--- config.mk ---
export PLATFORM = sky130hd
export DESIGN_NAME = fetch_unit
export DESIGN_NICKNAME = d
export VERILOG_FILES = /design/src/rtl/fetch_unit.sv
export SDC_FILE = /design/constraint.sdc
export NUM_CORES = 1
export LEC_CHECK = 0
export ABC_CLOCK_PERIOD_IN_PS = 2200
export BUFFER_PORTS_ARGS = -buffer_cell sky130_fd_sc_hd__buf_4
export CAP_MARGIN = 25
export CORE_UTILIZATION = 47
export CTS_CLUSTER_DIAMETER = 150
export DETAILED_ROUTE_END_ITERATION = 10
export HOLD_SLACK_MARGIN = 0.15
export PLACE_DENSITY = 0.8
export SYNTH_ARGS = -nofsm -noshare
export SYNTH_HDL_FRONTEND = slang
export SYNTH_SLANG_ARGS = --single-unit
--- constraint.sdc ---
create_clock -name clk -period 2.2 [get_ports clk]
set_input_delay 0.55 -clock clk [delete_from_list [all_inputs] [get_ports clk]]
set_output_delay 0.55 -clock clk [all_outputs]
set_load 0.01 [all_outputs]
--- src/rtl/fetch_unit.sv ---
// Single-outstanding instruction fetch: request, wait for the word, hold it for decode.
// Define FETCH_PERF_CNT_EN to add a counter of instructions consumed by decode.
module fetch_unit #(
    parameter logic [31:0] RESET_PC = 32'd0
) (
    input  logic        clk,
    input  logic        reset_n,
    input  logic        redirect_valid,
    input  logic [31:0] redirect_pc,
    output logic        imem_req_valid,
    input  logic        imem_req_ready,
    output logic [31:0] imem_addr,
    input  logic        imem_rsp_valid,
    input  logic [31:0] imem_rsp_data,
    output logic        inst_valid,
    input  logic        inst_ready,
    output logic [31:0] inst_data,
    output logic [31:0] inst_pc,
    output logic [31:0] fetch_pc,
    output logic [31:0] fetch_count
);

    typedef enum logic [1:0] {IDLE, REQ, WAIT, HOLD} state_t;

    state_t      state_q, state_d;
    logic [31:0] pc_q, pc_d;
    logic [31:0] inst_pc_q, inst_pc_d;
    logic [31:0] inst_data_q, inst_data_d;
    logic        squash_q, squash_d;

    always_ff @(posedge clk or negedge reset_n) begin
        if (!reset_n) begin
            state_q     <= IDLE;
            pc_q        <= RESET_PC;
            inst_pc_q   <= RESET_PC;
            inst_data_q <= 32'd0;
            squash_q    <= 1'b0;
        end else begin
            state_q     <= state_d;
            pc_q        <= pc_d;
            inst_pc_q   <= inst_pc_d;
            inst_data_q <= inst_data_d;
            squash_q    <= squash_d;
        end
    end

    always_comb begin
        state_d        = state_q;
        pc_d           = pc_q;
        inst_pc_d      = inst_pc_q;
        inst_data_d    = inst_data_q;
        squash_d       = squash_q;
        imem_req_valid = 1'b0;
        inst_valid     = 1'b0;

        case (state_q)
            IDLE: begin
                state_d = REQ;
                if (redirect_valid) pc_d = redirect_pc;
            end
            REQ: begin
                imem_req_valid = !redirect_valid;
                if (redirect_valid) begin
                    pc_d = redirect_pc;
                end else if (imem_req_ready) begin
                    state_d = WAIT;
                end
            end
            WAIT: begin
                if (redirect_valid) pc_d = redirect_pc;
                if (imem_rsp_valid) begin
                    squash_d = 1'b0;
                    if (redirect_valid || squash_q) begin
                        state_d = REQ;
                    end else begin
                        inst_data_d = imem_rsp_data;
                        inst_pc_d   = pc_q;
                        pc_d        = pc_q + 32'd1;
                        state_d     = HOLD;
                    end
                end else if (redirect_valid) begin
                    // The in-flight word belongs to the old path; drop it when it lands.
                    squash_d = 1'b1;
                end
            end
            HOLD: begin
                inst_valid = 1'b1;
                if (redirect_valid) begin
                    pc_d    = redirect_pc;
                    state_d = REQ;
                end else if (inst_ready) begin
                    state_d = REQ;
                end
            end
            default: state_d = IDLE;
        endcase
    end

    assign imem_addr = pc_q;
    assign fetch_pc  = pc_q;
    assign inst_data = inst_data_q;
    assign inst_pc   = inst_pc_q;

`ifdef FETCH_PERF_CNT_EN
    logic [31:0] count_q;

    always_ff @(posedge clk or negedge reset_n) begin
        if (!reset_n) begin
            count_q <= 32'd0;
        end else if (inst_valid && inst_ready) begin
            count_q <= count_q + 32'd1;
        end
    end

    assign fetch_count = count_q;
`else
    assign fetch_count = 32'd0;
`endif

endmodule

==> metrics.csv <==
stage;metric;value;unit
power;powerDensity;988.7;nW/um^2
worst_setup_path;critPathArrivalTime;2.20;ns
clock_tree;clk_latency;0.37;ns
sta;hold_viol_final;0;
detailed_routing;drc;0;
clock_tree;cts_sinks;99;
floorplanning;die-width;106.1;um
synth;netlist_area;5095;um^2
floorplanning;start_util;48.91;%
detailed_routing;num_vias;4081;
sta;rsz0062_at_grt;no;
sta;relSlewSlack;63.52;%
worst_setup_path;r2r_slack;0.26;ns
worst_setup_path;reg2reg_to;fetch_pc[25];
place;dp_hpwl;9385;um
sta;slew_viol_final;0;
global_routing;grt_pass1_wl;20430;um
worst_setup_path;start_kind;flip-flop;
power;comb_power_share;38.0;%
clock_tree;clkSlewWorstSetupHoldPaths;0.11;ns
sta;fin_tns_setup;0;ns
clock_tree;cts.repair.resized;0;
clock_tree;cts_buffers;9;
sta;tightest_slew;0.5472;ns
synth;yosysSeqAreaShare;48.62;%
flow_run;max_cap_viol_count;0;
worst_setup_path;cp-end-kind;flip-flop;
cells_and_area;area_growth;31.61;%
worst_setup_path;rr_startpoint;fetch_pc[8];
place;gp_congestion;0.8275;
synth;syn_inst;453;
synth;synth_area_leader_cell;dfrtp_1;
synth;ys_seq_elements;99;
detailed_routing;totalWireLength;12880;um
global_routing;grt_usage;23.03;%
detailed_routing;wl_per_cell;16.70;um
clock_tree;htreeDepth;3;
floorplanning;die_h;106.1;um
floorplanning;rows;37;
cells_and_area;nFillCells;849;
clock_tree;cts_tree;yes;
clock_tree;cts_buffer_depth;2;
synth;yosys_warnings;0;
clock_tree;clockRootBuffer;clkbuf_8;
power;seqPwrFrac;42.8;%
global_routing;antenna_found_initial;0;
sta;skew;0.01558;ns
place;post-place-ws;0.1253;ns
detailed_routing;first_pass_iters;5;
floorplanning;die_area;11260;um^2
cells_and_area;insertedDiodeCount;0;
power;pwr-share-clk;19.3;%
detailed_routing;routed_via_density;5.293;
cells_and_area;final_cell_mix;214 x buf_4, 99 x dfrtp_1, 65 x mux2_2;
detailed_routing;initialDrtViolationCount;283;
power;swShare;33.14;%
worst_setup_path;crit_required;2.45;ns
global_routing;grt_pass1_vias;3933;
power;ir_drop;0.5358;mV
sta;fin_ws;0.2551;ns
sta;setup_viol;0;
worst_setup_path;cp_max_fo;8;
global_routing;grt_max_degree;100;
synth;ys_types;47;
power;p_sw;2197;uW
floorplanning;core;10420;um^2
run_status;status;finished, final reports clean;
sta;fmax;514.2;MHz
synth;avgSynthCellArea;11.25;um^2
power;leakage;0.003318;uW
power;p_int;4432;uW
global_routing;grt_remaining_overflow;0;
clock_tree;post_cts_buffers;0;
cells_and_area;nets;705;
cells_and_area;drive_above_1_share;50.39;%
cells_and_area;final_common_cell;buf_4;
worst_setup_path;critPathKind;flip-flop to flip-flop;
sta;min_period_over_period;88.40;%
sta;min_period;1.945;ns
clock_tree;hold_buffers;0;
place;port_buffers;199;
synth;synth_top_area_share;48.62;%
detailed_routing;ant_nets;0;
worst_setup_path;rr_worst_depth;5;
synth;ys_top_cells_by_area;dfrtp_1 49%, mux2_2 14%, buf_4 9.4%, nor2_1 2.2%, a21oi_1 1.8%;
hold_path;hold_class;input port to async pin;
floorplanning;pin_count;232;
==> power by group through the flow <==
stage	clock network (uW)	logic, uW	registers (uW)
final	1280	2520	2830
after global routing	1390	2690	2930
after CTS	1320	2550	2840
after detailed placement	0	2540	2880
after global placement	0	2490	2840
after floorplan	0	980	3110
==> routing by layer <==
metal  part of all wire [%]  vias to the layer above  routed length [um]  GRT usage [%]
li1                       -                     1873                   -              -
met3                    5.6                       20                 719          3.372
met4                    2.3                        0                 300          8.433
met5                      0                        -                   0              0
met2                     49                      184                6326          37.85
met1                     43                     2004                5531          30.89
==> through the flow <==
stage	power [uW]	util, %	hold slack, ns	cell area [um^2]	instances
2_1_floorplan	4088	-	0.2544	5211	484
3_3_place_gp	5330	62.28	0.4901	6487	755
3_5_place_dp	5424	62.28	0.4966	6487	755
4_1_cts	6709	64.37	0.2499	6705	771
5_1_grt	7012	64.37	0.2616	6705	771
6_report	6629	64.37	0.2081	6705	771
==> cell type report <==
cell class | instances | area (um^2) | share of cell area (%)
clock buffers | 9 | 123.9 | 1.847
clock inverters | 7 | 93.84 | 1.400
inverters | 15 | 56.30 | 0.8397
multi-input cells | 288 | 2117 | 31.57
flip-flops and latches | 99 | 2477 | 36.95
well taps | 136 | 170.2 | 2.538
repair buffers | 217 | 1667 | 24.86
==> kinds of logic (layout without fill, tap and decap cells) <==
| kind of cell | after synthesis | in the layout | synth area share (%) |
|---|---|---|---|
| AND/OR/NAND/NOR | 119 | 119 | 14.10 |
| flip-flops | 99 | 99 | 48.62 |
| buffers and inverters | 97 | 248 | 12.43 |
| multiplexers | 66 | 66 | 14.56 |
| AO/OA/AOI/OAI | 64 | 64 | 8.645 |
| adder cells (fa/ha/maj) | 5 | 5 | 1.228 |
| XOR/XNOR | 2 | 2 | 0.3439 |
| other | 1 | 32 | 0.07360 |
==> synthesized netlist by cell type (all sizes together) <==
master	count
and2	4
or2	4
nand2	23
inv	15
mux2	65
nand4b	1
nand2b	2
nor2b	2
a31oi	3
mux2i	1
nand4	7
dfrtp	99
and4	6
nor4bb	1
and3	13
a41o	2
o311ai	1
nand4bb	1
o221a	1
conb	1
xor2	1
o21ai	10
o21a	1
buf	77
a221oi	9
nor2	30
a211oi	9
xnor2	1
nand3	7
nor3	16
a311oi	6
ha	5
o22ai	3
a21oi	18
a41oi	1
clkbuf	5
nor4	2
==> how the worst max path moves through the flow <==
stage,cells past startpoint,endpoint,start
floorplan,3,imem_req_valid,redirect_valid
global placement,7,fetch_pc[7],redirect_valid
detailed placement,7,fetch_pc[10],redirect_valid
CTS,4,imem_req_valid,state_q[1]
global route,5,fetch_pc[21],fetch_pc[8]
finish,5,fetch_pc[25],fetch_pc[8]
==> worst max-delay path: stages, from the launching register on <==
cell and delay, ns:
dfrtp_1 0.50, and4_1 0.44, nand4_4 0.21, nor3_4 0.31, a31oi_1 0.13, a221oi_1 0.24
==> registers in the layout, indices dropped and copies added (netlist names) <==
signal	cells
squash_q	1
inst_data	32
state_q	2
inst_pc	32
fetch_pc	32
Power figures use the tool's default switching activity.
